File: src/rtl/pb_byte_tx.sv
// Button-driven UART transmitter: each accepted send_next sends byte_cnt as one 8N1 frame (8E1 with `PB_TX_PARITY_EN), then byte_cnt increments.
// Latency: TX drops to the start bit one clock after send_next is sampled. One request is queued while busy, any further one is dropped and flagged on drop.
module pb_byte_tx #(
    parameter int BAUD_DIV = 434
) (
    input  logic       clk,
    input  logic       rst_n,
    input  logic       send_next,
    output logic       TX,
    output logic       tx_busy,
    output logic [7:0] byte_cnt,
    output logic       drop
);

    localparam int BW = (BAUD_DIV > 1) ? $clog2(BAUD_DIV) : 1;
    localparam logic [BW-1:0] BAUD_LAST = BW'(BAUD_DIV - 1);

    typedef enum logic [2:0] {
        IDLE   = 3'd0,
        START  = 3'd1,
        DATA   = 3'd2,
`ifdef PB_TX_PARITY_EN
        PARITY = 3'd3,
`endif
        STOP   = 3'd4
    } state_t;

    state_t        state_q, state_d;
    logic [BW-1:0] baud_q, baud_d;
    logic [2:0]    bit_q, bit_d;
    logic [7:0]    shift_q, shift_d;
    logic [7:0]    cnt_q, cnt_d;
    logic          pending_q, pending_d;
    logic          drop_q, drop_d;
    logic          tx_q, tx_d;
    logic          busy_q, busy_d;
    logic          baud_wrap;
`ifdef PB_TX_PARITY_EN
    logic          par_q, par_d;
`endif

    always_comb begin
        state_d   = state_q;
        baud_d    = baud_q;
        bit_d     = bit_q;
        shift_d   = shift_q;
        cnt_d     = cnt_q;
        pending_d = pending_q;
        drop_d    = 1'b0;
`ifdef PB_TX_PARITY_EN
        par_d     = par_q;
`endif
        baud_wrap = (baud_q == BAUD_LAST);

        if (state_q != IDLE) begin
            baud_d = baud_wrap ? '0 : baud_q + 1'b1;
        end

        case (state_q)
            IDLE: begin
                if (send_next || pending_q) begin
                    state_d   = START;
                    shift_d   = cnt_q;
                    baud_d    = '0;
                    bit_d     = 3'd0;
                    // A fresh request arriving while the queued one launches stays queued.
                    pending_d = send_next && pending_q;
`ifdef PB_TX_PARITY_EN
                    par_d     = ^cnt_q;
`endif
                end
            end
            START: begin
                if (baud_wrap) state_d = DATA;
            end
            DATA: begin
                if (baud_wrap) begin
                    shift_d = shift_q >> 1;
                    if (bit_q == 3'd7) begin
`ifdef PB_TX_PARITY_EN
                        state_d = PARITY;
`else
                        state_d = STOP;
`endif
                    end else begin
                        bit_d = bit_q + 3'd1;
                    end
                end
            end
`ifdef PB_TX_PARITY_EN
            PARITY: begin
                if (baud_wrap) state_d = STOP;
            end
`endif
            STOP: begin
                if (baud_wrap) begin
                    state_d = IDLE;
                    cnt_d   = cnt_q + 8'd1;
                end
            end
            default: state_d = IDLE;
        endcase

        // Requests while a frame is on the line, including its last stop clock.
        if (send_next && (state_q != IDLE)) begin
            if (pending_q) drop_d = 1'b1;
            else           pending_d = 1'b1;
        end

        // Outputs are registered, so derive them from the next state.
        case (state_d)
            START:   tx_d = 1'b0;
            DATA:    tx_d = shift_d[0];
`ifdef PB_TX_PARITY_EN
            PARITY:  tx_d = par_d;
`endif
            default: tx_d = 1'b1;
        endcase
        busy_d = (state_d != IDLE);
    end

    always_ff @(posedge clk or negedge rst_n) begin
        if (!rst_n) begin
            state_q   <= IDLE;
            baud_q    <= '0;
            bit_q     <= 3'd0;
            shift_q   <= 8'h00;
            cnt_q     <= 8'h00;
            pending_q <= 1'b0;
            drop_q    <= 1'b0;
            tx_q      <= 1'b1;
            busy_q    <= 1'b0;
        end else begin
            state_q   <= state_d;
            baud_q    <= baud_d;
            bit_q     <= bit_d;
            shift_q   <= shift_d;
            cnt_q     <= cnt_d;
            pending_q <= pending_d;
            drop_q    <= drop_d;
            tx_q      <= tx_d;
            busy_q    <= busy_d;
        end
    end

`ifdef PB_TX_PARITY_EN
    always_ff @(posedge clk or negedge rst_n) begin
        if (!rst_n) par_q <= 1'b0;
        else        par_q <= par_d;
    end
`endif

    assign TX       = tx_q;
    assign tx_busy  = busy_q;
    assign byte_cnt = cnt_q;
    assign drop     = drop_q;

endmodule
File: config.mk
export PLATFORM = sky130hd
export DESIGN_NAME = pb_byte_tx
export DESIGN_NICKNAME = d
export VERILOG_FILES = /design/src/rtl/pb_byte_tx.sv
export SDC_FILE = /design/constraint.sdc
export NUM_CORES = 1
export LEC_CHECK = 0
export CORE_UTILIZATION = 43
export DETAILED_ROUTE_END_ITERATION = 7
export GPL_TIMING_DRIVEN = 0
export HOLD_SLACK_MARGIN = 0.05
export PLACE_DENSITY = 0.67
export SETUP_SLACK_MARGIN = 0.15
export SYNTH_ARGS = -nofsm -noshare
export SYNTH_HDL_FRONTEND = slang
export SYNTH_SLANG_ARGS = --single-unit
File: constraint.sdc
create_clock -name clk -period 5.09 [get_ports clk]
set_input_delay 1.018 -clock clk [delete_from_list [all_inputs] [get_ports clk]]
set_output_delay 1.018 -clock clk [all_outputs]
set_load 0.02 [all_outputs]
==> metrics.txt <==
leakage power 0.9082 nW; Slew HR 30.70%; FILL cells 338; share of layout cells above drive strength 1 10.88%; number of global-route vias before repair 1304; Fin. Hold Viols 0; Clock Root Buffer clkbuf_8; Crit-path slowest cell clkdlybuf4s50_1; post-detail-place hpwl 2556 microns; Critical Path Max Stage Delay 0.59 ns; CP bufs+invs 1; chip height 65.92 microns; share of synthesized registers carrying an async set or reset 100.0%; CTS tree done; CP arrival 1.40 ns; commonest non-fill, non-tap cell in the layout dfrtp_1; Sw Pwr 0.0001949 W; status finished clean; Post CTS Setup Buffer Count 0; Worst-Skew Late Latency 0.29 ns; Area growth, synth to finish 18.09%; PwrDens 361.9 nW/um^2; I/O pin count 14; global-route wire length before repair 6223 microns; Comb power frac 13.0%; Max VDD drop 0.2210 mV; synth top area cells dfrtp_1, a22o_1, nand2_1, xnor2_1, ha_1; cts bufs inserted 5; Fin Clk Skew 0.01365 ns; Synth top area share 48.43%; antenna-violating nets left 0; Remaining DRCs 0; dominant cell type by area after synthesis dfrtp_1; overall routing resource usage 19.73%; CTS H-tree lvls 2; total power draw 0.0007507 W; worst hold-check path type reg -> reg; Die ar. 4345 sq um; total grt overflow 0; clk sinks 35; startpoint types flip-flop; Synth Area per Inst 10.21 sq um; post_cts resized 0; critical path, cell by cell clkdlybuf4s50_1; CTS clock-pin slew for the worst setup and hold paths 0.08 ns; WS Path Type reg -> out; initial antenna violation count 0; largest net degree at the start of global routing 36; I/O Buffers 13; clock share of power 39.4%; fin. max-slew vios 0; final net count 200; CP top delay family buffers and inverters; drt total wl 3626 microns; Die Wd 65.92 microns; Worst Setup End Kind output port; Seq/Total Area, Yosys 49.93%; FP Rows 22; synth unique cells 44; final setup fails 0; crit-path max FO 1; initial core utilization 46.25%; Detailed Routing Iterations Pass 1 4; ant diodes 0; Int Pwr 0.0005558 W; wire per inst 15.05 microns; core box area 3799 sq um; post-route clock period utilization 47.46%; maxcap violations 0; ys flop type dfrtp_1; setup TNS 0 ns; fin crit period 2.416 ns; top achievable clock speed 414.0 MHz; Switching Share 25.96%; commonest cells after routing, fill and taps aside dfrtp_1, nand2_1, nor2_1; count of flip-flops with a built-in enable after synthesis 0; Register Area 877.1 sq um; syn nets 180; RSZ-0062 raised after global routing no; register bit total from synthesis 35; Worst EP required 4.07 ns; vias per cell 5.643; sequential group share of total power 47.5%; cts hold-fix bufs 0; GPL Wtd Cong 0.8319; Max clock buf depth 2; Yosys Warn Count 0; area occupied by multi-input gates 850.8 sq um; Cells after Synth 172; Synth Cell Area 1757 sq um; Initial DRC Count 99; Worst-Margin Slew 1.025 ns; via count 1360
[cell type report]
class / instances / area share [%]
repair buffers: 13 / 6.031
clock inverters: 2 / 2.895
well taps: 48 / 2.895
inverters: 2 / 0.3619
clock buffers: 6 / 3.498
plain buffers: 5 / 1.025
flip-flops and latches: 35 / 42.28
multi-input cells: 130 / 41.01
[flip-flops by register name (all words and copies together) (netlist names)]
name / cells
bit_q: 3
byte_cnt: 8
shift_q: 8
pending_q: 1
state_q: 3
drop: 1
TX: 1
baud_q: 9
tx_busy: 1
[routing by layer]
layer,vias to the layer above,wire [microns],track usage (%)
met5,-,0,0
met4,0,47,7.609
met3,5,169,7.069
met2,23,1648,30.74
met1,659,1759,24.83
li1,673,-,-
[logic make-up (layout without fill, tap and decap cells)]
family,after synthesis,count (layout),synth area share (%)
simple gates,74,74,22.51
buf+inv,7,28,1.638
compound gates,37,37,15.10
mux,2,2,1.211
xor+xnor,11,11,5.485
flops,35,35,49.93
fa+ha+maj,6,6,4.131
[Yosys cell counts, drive strengths merged (2+ instances only)]
library cell   n
inv            2
nor3          10
nor4           3
nor2          15
and3           2
xnor2          8
xor2           3
dfrtp         34
nand3          8
buf            2
clkbuf         3
a22o          10
or3            2
or3b           2
a21oi          5
a21o           6
o22ai          2
nand2         19
o31ai          2
nand4          4
ha             5
o21ai          7
[power by group through the flow]
stage          registers [W]  logic (W)  clock network, W
2_1_floorplan       0.000350  0.0000739                 0
3_3_place_gp        0.000357  0.0000934                 0
3_5_place_dp        0.000360  0.0000978                 0
4_1_cts             0.000356  0.0000998          0.000301
5_1_grt             0.000364   0.000113          0.000317
6_report            0.000357  0.0000979          0.000296
[final timing paths]
kind	start	to	slack (ns)	cells past startpoint
max	TX	TX	2.67	1
min	shift_q[2]	shift_q[2]	0.48	1
max reg2reg	baud_q[2]	shift_q[0]	2.84	5
min reg2reg	shift_q[2]	shift_q[2]	0.48	1
max in group asynchronous	rst_n	baud_q[3]	3.81	1
min in group asynchronous	rst_n	state_q[0]	0.79	1
[metrics by stage]
| stage | worst slack, ns | hold slack [ns] | instance area, sq um | instances | utilization [%] |
|---|---|---|---|---|---|
| after CTS | 2.668 | 0.4865 | 2074 | 241 | 54.61 |
| final | 2.674 | 0.4839 | 2074 | 241 | 54.61 |
| after global placement | 2.308 | 0.4587 | 1947 | 233 | 51.25 |
| after detailed placement | 2.571 | 0.4701 | 1942 | 233 | 51.12 |
| after floorplan | 3.106 | 0.4500 | 1757 | 172 | - |
| after global routing | 2.605 | 0.5017 | 2074 | 241 | 54.61 |
(Power assumes the default switching activity.)
==> RTL change (same flow settings) <==
Take the reset off `shift_q` and load it in a clocked block of its own.
--- a/src/rtl/pb_byte_tx.sv
+++ b/src/rtl/pb_byte_tx.sv
@@ -124,7 +124,6 @@
             state_q   <= IDLE;
             baud_q    <= '0;
             bit_q     <= 3'd0;
-            shift_q   <= 8'h00;
             cnt_q     <= 8'h00;
             pending_q <= 1'b0;
             drop_q    <= 1'b0;
@@ -134,13 +133,16 @@
             state_q   <= state_d;
             baud_q    <= baud_d;
             bit_q     <= bit_d;
-            shift_q   <= shift_d;
             cnt_q     <= cnt_d;
             pending_q <= pending_d;
             drop_q    <= drop_d;
             tx_q      <= tx_d;
             busy_q    <= busy_d;
         end
+    end
+
+    always_ff @(posedge clk) begin
+        shift_q <= shift_d;
     end
 
 `ifdef PB_TX_PARITY_EN
Check against the original RTL: same outputs for any inputs over 10 cycles, from zero or initial values and one cycle with rst_n low; that may be too few to reach the edited logic, so the function may still have changed.
==> RTL change against the original RTL <==
- first-iteration DRC count fell by 20%
- final area down 1.2%
- sequential cell count unchanged
- routed wire length is 6.9% lower
- maximum frequency decreased by 17%
- combinational power decreased by 19%
- non-clock buffer count is 1 lower
- largest cell class unchanged
- total power down 3.4%
- worst setup slack got worse by 0.50 ns
- area after synthesis decreased by 1.4%
- largest power group unchanged
==> RTL change: results (changes against the original RTL) <==
[status]
status=completed

[routing]
drt-total-wl_um=3380  ; -6.9%
wl_met2_um=1540  ; -6.4%

[placement]
dp_hpwl_um=2400  ; -6.1%
gp_congestion=0.797  ; -4.2%

[yosys]
ys_seq_area_frac=0.524  ; +0.0246
muxShareOfSynthArea=0.00650  ; -0.00561
synth_xor_area_frac=0.0556  ; +0.000793
synthTopCellsByCount=dfrtp_1 (26), nand3_1 (13), xnor2_1 (9)
synthAdderAreaFrac=0.0419  ; +0.000597
async_reset_ff_frac=0.771  ; -0.229
synth_edf_count=7  ; +7
synth_compound_area_frac=0.139  ; -0.0123
yosys-top-cells-area=dfrtp_1 (38%), edfxtp_1 (12%), xnor2_1 (4.6%)

[global_routing]
met3_usage=0.0573  ; -0.0134
grt_pass1_vias=1235  ; -5.3%
gr-usage-all-layers=0.190  ; -0.00754
grt_pass1_wl_um=5960  ; -4.2%
met2_usage=0.290  ; -0.0174

[cells_and_area]
n_fill_cell=318  ; -5.9%

[timing]
timing.final.ws_setup_ns=2.17  ; -0.504 ns
slew_headroom=0.390  ; +0.0831
skew_ns=0.00529  ; -0.00836 ns

[hold_path]
min_to=TX$_DFF_PN1_
min_from=shift_q[0]$_DFF_P_

[power_and_ir_drop]
leakagePower_nw=0.821  ; -9.6%

[setup_path]
startpoint=send_next
r2r_setup_slack_ns=2.42  ; -0.42 ns
cp_slowest_cell=o21ai_0

[RTL change: cell types whose count changed in the layout (fill, tap and decap cells not counted), sizes merged, moves of 5 or more]
| cell | change |
|---|---|
| a21o | -6 |
| dfrtp | -8 |
| edfxtp | +7 |
| nand2 | -12 |
| nand3 | +5 |
| nor2 | -5 |
[RTL change: power by group through the flow]
stage / registers, mW / clock network, mW / logic, mW
final: 0.353 / 0.293 / 0.0790
after global routing: 0.358 / 0.311 / 0.0927
after floorplan: 0.348 / 0 / 0.0603
after detailed placement: 0.357 / 0 / 0.0793
after CTS: 0.352 / 0.298 / 0.0808
after global placement: 0.355 / 0 / 0.0750
[RTL change: per-stage QoR]
| step | cells | cell area (um2) | hold slack [ns] | power (mW) |
|---|---|---|---|---|
| after floorplan | 152 | 1730 | 0.433 | 0.408 |
| after global placement | 213 | 1920 | 0.456 | 0.430 |
| after detailed placement | 213 | 1920 | 0.466 | 0.436 |
| after CTS | 221 | 2050 | 0.477 | 0.731 |
| after global routing | 221 | 2050 | 0.518 | 0.762 |
| final | 221 | 2050 | 0.475 | 0.725 |
[RTL change: layout make-up]
class,count,area share
flip-flops and latches,35,0.443
multi-input cells,107,0.377
repair buffers,13,0.0610
clock buffers,6,0.0354
clock inverters,2,0.0293
well taps,48,0.0293
plain buffers,4,0.0147
inverters,6,0.0110
[RTL change: cells by family (layout without fill, tap and decap cells)]
kind of cell             count (synthesis)  count (layout)
AO/OA/AOI/OAI                           30              30
adder cells (fa/ha/maj)                  6               6
multiplexers                             1               1
AND/OR/NAND/NOR                         59              59
flip-flops                              35              35
XOR/XNOR                                11              11
buffers and inverters                   10              31
[RTL change: worst max-delay path, delay by kind of cell]
family	cells	cell delay [ns]
AOI/OAI and AO/OA	2	1.31
buffers and inverters	1	0.50
